[src/rtl/bcd_to_bin.sv]
// Sequential 4-digit packed-BCD to binary converter (reverse double-dabble),
// one shift-and-correct iteration per clock, with illegal-digit detection.
module bcd_to_bin #(
  parameter int DIGITS = 4,
  parameter int BIN_W  = 14
) (
  input  logic                  CLK,
  input  logic                  RST,
  input  logic                  start,
  input  logic [4*DIGITS-1:0]   BCD,
  output logic [BIN_W-1:0]      bin,
  output logic                  busy,
  output logic                  done,
  output logic                  err,
  output logic [1:0]            dbg_state_o
);

  // Handshake: start is sampled only while idle (busy=0); a start seen while
  // busy=1 is dropped, not queued. done pulses for exactly one cycle and bin/err
  // change on that same edge, then hold until the next done.

  localparam int WS_W  = 4 * DIGITS + BIN_W;
  localparam int CNT_W = $clog2(BIN_W);
  localparam logic [CNT_W-1:0] LAST_ITER = CNT_W'(BIN_W - 1);

  typedef enum logic [1:0] {
    S_IDLE = 2'd0,
    S_CONV = 2'd1,
    S_ERR  = 2'd2
  } state_e;

  state_e            state_q;
  logic [WS_W-1:0]   ws_q;
  logic [WS_W-1:0]   ws_shift;
  logic [WS_W-1:0]   ws_d;
  logic [CNT_W-1:0]  cnt_q;
  logic [BIN_W-1:0]  bin_q;
  logic              busy_q;
  logic              done_q;
  logic              err_q;
  logic              bcd_bad;

  always_comb begin
    bcd_bad = 1'b0;
    for (int d = 0; d < DIGITS; d++) begin
      if (BCD[4*d +: 4] > 4'd9) bcd_bad = 1'b1;
    end
  end

  // Correction is applied to the already-shifted value within the same cycle.
  always_comb begin
    ws_shift = ws_q >> 1;
    ws_d     = ws_shift;
    for (int d = 0; d < DIGITS; d++) begin
      if (ws_shift[BIN_W + 4*d +: 4] >= 4'd8) begin
        ws_d[BIN_W + 4*d +: 4] = ws_shift[BIN_W + 4*d +: 4] - 4'd3;
      end
    end
  end

  always_ff @(posedge CLK) begin
    if (RST) begin
      state_q <= S_IDLE;
      ws_q    <= '0;
      cnt_q   <= '0;
      bin_q   <= '0;
      busy_q  <= 1'b0;
      done_q  <= 1'b0;
      err_q   <= 1'b0;
    end else begin
      done_q <= 1'b0;
      case (state_q)
        S_IDLE: begin
          if (start) begin
            busy_q <= 1'b1;
            if (bcd_bad) begin
              state_q <= S_ERR;
            end else begin
              ws_q    <= {BCD, {BIN_W{1'b0}}};
              cnt_q   <= '0;
              state_q <= S_CONV;
            end
          end
        end
        S_CONV: begin
          ws_q  <= ws_d;
          cnt_q <= cnt_q + 1'b1;
          if (cnt_q == LAST_ITER) begin
            bin_q   <= ws_d[BIN_W-1:0];
            err_q   <= 1'b0;
            done_q  <= 1'b1;
            busy_q  <= 1'b0;
            cnt_q   <= '0;
            state_q <= S_IDLE;
          end
        end
        S_ERR: begin
          bin_q   <= '0;
          err_q   <= 1'b1;
          done_q  <= 1'b1;
          busy_q  <= 1'b0;
          state_q <= S_IDLE;
        end
        default: begin
          busy_q  <= 1'b0;
          state_q <= S_IDLE;
        end
      endcase
    end
  end

  assign bin         = bin_q;
  assign busy        = busy_q;
  assign done        = done_q;
  assign err         = err_q;
  assign dbg_state_o = state_q;

endmodule
[config.mk]
export PLATFORM = sky130hd
export DESIGN_NAME = bcd_to_bin
export DESIGN_NICKNAME = d
export VERILOG_FILES = /design/src/rtl/bcd_to_bin.sv
export SDC_FILE = /design/constraint.sdc
export NUM_CORES = 1
export LEC_CHECK = 0
export CAP_MARGIN = 10
export CORE_ASPECT_RATIO = 0.6
export CORE_MARGIN = 4
export CORE_UTILIZATION = 40
export CTS_CLUSTER_SIZE = 10
export DETAILED_ROUTE_END_ITERATION = 8
export GPL_ROUTABILITY_DRIVEN = 0
export PLACE_DENSITY = 0.72
export SLEW_MARGIN = 10
export SYNTH_ARGS = -nofsm -noshare
export SYNTH_HDL_FRONTEND = slang
export SYNTH_SLANG_ARGS = --single-unit
[constraint.sdc]
create_clock -name CLK -period 1.9 [get_ports CLK]
set_input_delay 0.285 -clock CLK [delete_from_list [all_inputs] [get_ports CLK]]
set_output_delay 0.285 -clock CLK [all_outputs]
set_load 0.01 [all_outputs]
==> flow_summary_export.csv, run 1 <==
group,metric,value,unit
grt,antenna_found_initial,0,
clock_tree,clkTransAtPathRegs,0.10,ns
clock_tree,clkSinkCount,52,
grt,grt_overflow,0,
setup_path,r2r_end,"ws_q[28]",
timing,worst_slack,0.1138,ns
grt,grt_pass1_wl,9694,µm
floorplanning,fp.dieW,111.3,µm
timing,relSlewSlack,58.83,%
timing,hold_violations,0,
detailed_routing,final_antenna_net_count,0,
clock_tree,cts-root-buf,"clkbuf_8",
yosys,ys_ff_latch,52,
floorplanning,start_util,41.54,%
detailed_routing,drt_iter0_markers,117,
placement,placed_cells,397,
floorplanning,dieArea,7789,µm²
placement,portBuffers,37,
detailed_routing,wire_per_inst,14.24,µm
final_layout,syn_to_final_growth,28.63,%
yosys,synth-xor-area-share,1.026,%
floorplanning,ios,38,
final_layout,final_common_cell,"dfxtp_1",
yosys,yosys.area_share.simple,14.26,%
timing,finalMaxSlewViolations,0,
timing,finalSetupViolCount,0,
yosys,synth_cell_types,43,
grt,grt_max_degree,29,
clock_tree,h-tree-depth,2,
setup_path,critPathLaunch,"dbg_state_o[1]",
detailed_routing,viasPerCell,5.293,
floorplanning,fp.coreArea,6166,µm²
setup_path,endpoint,"ws_q[28]",
yosys,synth_area_per_cell,9.702,µm²
yosys,yosys_warnings,0,
power,power,2097,µW
timing,period_share,94.01,%
setup_path,required,2.11,ns
clock_tree,numCtsBuffers,5,
detailed_routing,vias,2149,
detailed_routing,drtPass1Iterations,4,
detailed_routing,wl,5780,µm
power,ir_drop,0.3186,mV
setup_path,cp_data_arrival_time,2.00,ns
setup_path,worst-path-max-fanout,7,
detailed_routing,drcViolationCount,0,
final_layout,layout.nets,351,
setup_path,cp-end-kind,"flop",
grt,grt_usage,14.97,%
yosys,synthCells,264,
yosys,synth-main-ff-cell,"dfxtp_1",
placement,dpl_cell_area,3174,µm²
yosys,yosysSeqAreaShare,40.64,%
final_layout,layout.cells.non_filler,406,
final_layout,n_antenna_cell,0,
flow_run,max-cap-violations,0,
yosys,syn_nets,294,
timing,min_period,1.786,ns
setup_path,critical_path_class,"flop to flop",
hold_path,worstHoldStart,"RST",
outcome,status,"completed",
yosys,synth_top_family_by_area,"compound AO/OA/AOI/OAI gates",
yosys,yosys.area_share.adder,5.374,%
timing,rsz0062_at_grt,"no",
power,powerDensity,636.5,nW/µm²
placement,hpwl,4189,µm
setup_path,reg2reg_slack,0.11,ns
hold_path,hp-class,"input port to flop",
timing,clock_skew,0.009656,ns
clock_tree,clockBufferDepth,2,
floorplanning,die_y,69.98,µm
yosys,synth-async-reset-ratio,0,%
yosys,synth-compound-area-share,23.64,%
timing,fmax,559.9,MHz
yosys,synth_edf_count,0,
setup_path,start_kind,"flop",
floorplanning,rows,22,
setup_path,reg2regPathDepth,7,
final_layout,drive_gt1_share,18.94,%
final_layout,final_cell_mix,"dfxtp_1, nor2_1, clkdlybuf4s50_1",
power,power.leakage,0.001271,µW
placement,place_ws,-0.1153,ns
clock_tree,insertion_delay,0.31,ns
setup_path,r2r_start,"dbg_state_o[1]",
yosys,synth_area,2561,µm²
clock_tree,cts_tree,"done",
grt,grt_pass1_vias,2055,
final_layout,fin_area,3294,µm²
timing,worst_pin_slew,0.6175,ns
yosys,synth_mux_area_share,8.451,%
## logic make-up (layout without fill, tap and decap cells)
group | count (synthesis) | in the layout
xor gates and xnor gates | 3 | 3
DFF | 52 | 52
buffers and inverters | 32 | 90
adders and majority gates | 11 | 11
muxes | 21 | 21
AOI/OAI and AO/OA | 72 | 72
and+or+nand+nor | 73 | 73
## registers in the layout, indices dropped and copies added, names as in the netlist
signal and count:
ws_q 29, bin 14, cnt_q 4, dbg_state_o 2
busy 1, done 1, err 1
## per-layer routing
metal | vias to the layer above | part of all wire (%) | global-route usage, %
met4 | 0 | 1.3 | 4.858
li1 | 1068 | - | -
met2 | 40 | 42 | 21.04
met3 | 7 | 4.2 | 3.636
met5 | - | 0 | 0
met1 | 1034 | 53 | 22.19
## synthesized netlist by cell type, types with 4 or more instances
master | count | area (µm²)
nor2_1 | 39 | 146.4
mux2i_1 | 16 | 160.2
a211o_1 | 9 | 78.83
nand2b_1 | 10 | 62.56
a22oi_1 | 15 | 112.6
ha_1 | 11 | 137.6
nor2b_1 | 5 | 31.28
a22o_1 | 10 | 87.58
inv_1 | 11 | 41.29
o21ai_1 | 4 | 20.02
buf_2 | 6 | 30.03
mux2_2 | 5 | 56.30
a211oi_1 | 6 | 45.04
o21ai_0 | 5 | 25.02
dfxtp_1 | 52 | 1041
buf_4 | 5 | 37.54
inv_2 | 4 | 15.01
## through the flow
stage	hold WS [ns]	util (%)	TNS, ns
finish	0.4881	53.43	0
CTS	0.4944	53.04	0
global route	0.5032	53.43	0
detailed placement	0.4687	51.48	-3.342
global placement	0.4626	51.48	-2.189
floorplan	0.4486	-	0
## critical path, cell delays in order, from the launching register on
cell	delay, ns
dfxtp_1	0.34
inv_1	0.06
buf_4	0.13
ha_1	0.24
and2_2	0.27
a21oi_4	0.19
buf_12	0.14
mux2_2	0.32
## how the worst min path moves through the flow
stage | endpoint | depth (start not counted) | slack [ns]
floorplan | ws_q[29] | 2 | 0.45
global placement | ws_q[29] | 2 | 0.46
detailed placement | ws_q[1] | 1 | 0.47
CTS | ws_q[1] | 1 | 0.49
global route | ws_q[1] | 1 | 0.50
finish | busy | 2 | 0.49
## cell type report
type                    count  area [µm²]
fillers                   569        2872
multi-input cells         180        1359
inverters                  15       56.30
flip-flops and latches     52        1041
repair buffers             67       640.6
well taps                  84       105.1
clock inverters             3       23.77
clock buffers               5       68.82
## where the power goes
part | internal [µW] | switching, µW | total, µW
combinational | 170 | 150 | 319
sequential | 1110 | 21.2 | 1130
clock | 261 | 383 | 644
total | 1540 | 554 | 2100
## timing repair
action                     in CTS  in global routing
pin swaps                       0                  1
buffers inserted                0                  1
setup endpoints to repair      14                 12
cloned                          0                  0
hold buffers                    0                  0
gates resized for setup         1                  2
No activity file was read; power rests on OpenSTA's default activity.
==> run 2, diff against run 1 <==
Settings changed: PLACE_DENSITY 0.72 to 0.68.
==> run 2 against run 1 <==
Net effect:
- final area increased by 0.30%
- largest cell class unchanged
- sequential cell count unchanged
- maximum frequency decreased by 0.60%
- sequential power about the same
- critical endpoint is now cnt_q[0]
- sequential share of layout area decreased by 0.096 points
- non-clock buffer count increased by 2
- clock skew decreased by 0.0029 ns
- core utilization increased by 0.16 points
==> flow_summary_export.csv, run 2 (synthesis gave the netlist of run 1 again) <==
group,metric,value,unit
placement,hpwl,4023,µm
flow_run,max-cap-violations,0,
timing,relSlewSlack,73.66,%
floorplanning,fp.coreArea,6166,µm²
clock_tree,clockBufferDepth,2,
placement,dpl_cell_area,3184,µm²
final_layout,drive_gt1_share,19.44,%
setup_path,cp_data_arrival_time,1.99,ns
final_layout,final_common_cell,"dfxtp_1",
setup_path,start_kind,"flop",
floorplanning,start_util,41.54,%
final_layout,final_util,53.59,%
timing,fmax,556.5,MHz
clock_tree,insertion_delay,0.30,ns
setup_path,critical_path_class,"flop to flop",
grt,grt_usage,14.07,%
outcome,status,"completed",
floorplanning,fp.dieW,111.3,µm
grt,grt_pass1_vias,1853,
setup_path,cp-end-kind,"flop",
timing,hold_violations,0,
clock_tree,cts_tree,"done",
timing,min_period,1.797,ns
timing,rsz0062_at_grt,"no",
timing,finalSetupViolCount,0,
final_layout,layout.nets,353,
floorplanning,die_y,69.98,µm
timing,finalMaxSlewViolations,0,
detailed_routing,drtPass1Iterations,4,
clock_tree,h-tree-depth,2,
grt,antenna_found_initial,0,
detailed_routing,viasPerCell,5.132,
grt,grt_max_degree,30,
detailed_routing,vias,2094,
floorplanning,ios,38,
placement,portBuffers,37,
detailed_routing,wire_per_inst,13.35,µm
final_layout,syn_to_final_growth,29.02,%
timing,clock_skew,0.006783,ns
final_layout,fin_area,3304,µm²
setup_path,cpMostUsedCell,"buf_4",
floorplanning,rows,22,
final_layout,largest_reg_flops,29,
hold_path,hp-class,"input port to flop",
clock_tree,ctsHoldBuffers,0,
grt,grt_overflow,0,
detailed_routing,final_antenna_net_count,0,
timing,period_share,94.57,%
final_layout,top_register,"ws_q",
setup_path,worst-path-max-fanout,9,
final_layout,final_cell_mix,"dfxtp_1, nor2_1, clkdlybuf4s50_1",
clock_tree,numCtsBuffers,5,
final_layout,n_antenna_cell,0,
power,power.leakage,0.001286,µW
power,ir_drop,0.3232,mV
detailed_routing,drt_iter0_markers,123,
clock_tree,cts-root-buf,"clkbuf_8",
clock_tree,clkSinkCount,52,
floorplanning,dieArea,7789,µm²
setup_path,reg2reg_slack,0.10,ns
setup_path,required,2.10,ns
detailed_routing,drcViolationCount,0,
power,power,2095,µW
timing,worst_pin_slew,0.3942,ns
power,powerDensity,634.0,nW/µm²
setup_path,crit_slowest_cell,"mux2_2",
clock_tree,clkTransAtPathRegs,0.09,ns
setup_path,crit_chain,"inv_1 -> ha_2 -> buf_4 -> nor2b_1 -> buf_4 -> a21oi_4 -> mux2_2",
setup_path,max_stage_delay,0.38,ns
grt,grt_pass1_wl,9142,µm
detailed_routing,wl,5448,µm
==> run 2: cell types whose count changed in the layout (fill, tap and decap cells not counted), sizes merged <==
| cell | change |
|---|---|
| buf | +2 |
| clkinvlp | -1 |
| inv | +1 |
==> run 2: path summary, 6_finish.rpt <==
| path | endpoint | depth (start not counted) | start |
|---|---|---|---|
| worst max-delay path | cnt_q[0] | 7 | dbg_state_o[1] |
| worst min-delay path | err | 2 | RST |
| worst max register to register | cnt_q[0] | 7 | dbg_state_o[1] |
| worst min register to register | ws_q[1] | 1 | ws_q[1] |
==> run 2: final cells by class <==
type / instances / area (µm²)
fill: 572 / 2861
multi-input combinational: 180 / 1368
sequential: 52 / 1041
timing repair buffer: 69 / 638.1
tap: 84 / 105.1
clock buffer: 5 / 68.82
inverter: 15 / 56.30
clock inverter: 3 / 27.53
==> run 2: metrics by stage <==
step | cells | setup slack, ns | hold slack (ns) | setup TNS [ns]
global route | 408 | 0.02560 | 0.3004 | 0
CTS | 408 | 0.06345 | 0.2977 | 0
global placement | 400 | -0.06759 | 0.4693 | -2.142
floorplan | 264 | 0.1805 | 0.4486 | 0
finish | 408 | 0.1031 | 0.3037 | 0
detailed placement | 400 | -0.1082 | 0.4727 | -3.336
==> run 2: routing by layer <==
metal	part of all wire [%]	routed length, µm	GRT usage (%)
met1	57	3087	22.56
met2	38	2087	18.30
met3	4.6	251	3.463
met4	0.39	21	3.239
met5	0	0	0
==> run 2: worst max-delay path, delay by kind of cell, from the launching register on <==
kind | cells | cell delay (ns)
AND/OR/NAND/NOR | 1 | 0.12
AO/OA/AOI/OAI | 1 | 0.28
multiplexers | 1 | 0.38
adder cells (fa/ha/maj) | 1 | 0.20
flip-flops | 1 | 0.34
buffers and inverters | 3 | 0.38
==> run 2: repair_timing <==
action                                  in CTS  in global routing
setup buffers                                0                  0
gates resized for setup                      1                  6
cloned                                       0                  0
endpoints found under the setup margin      14                 16
pin swaps                                    0                  1
==> run 2: power breakdown <==
part | switching [µW] | internal, µW
clock | 375 | 271
combinational | 148 | 168
sequential | 21.9 | 1110
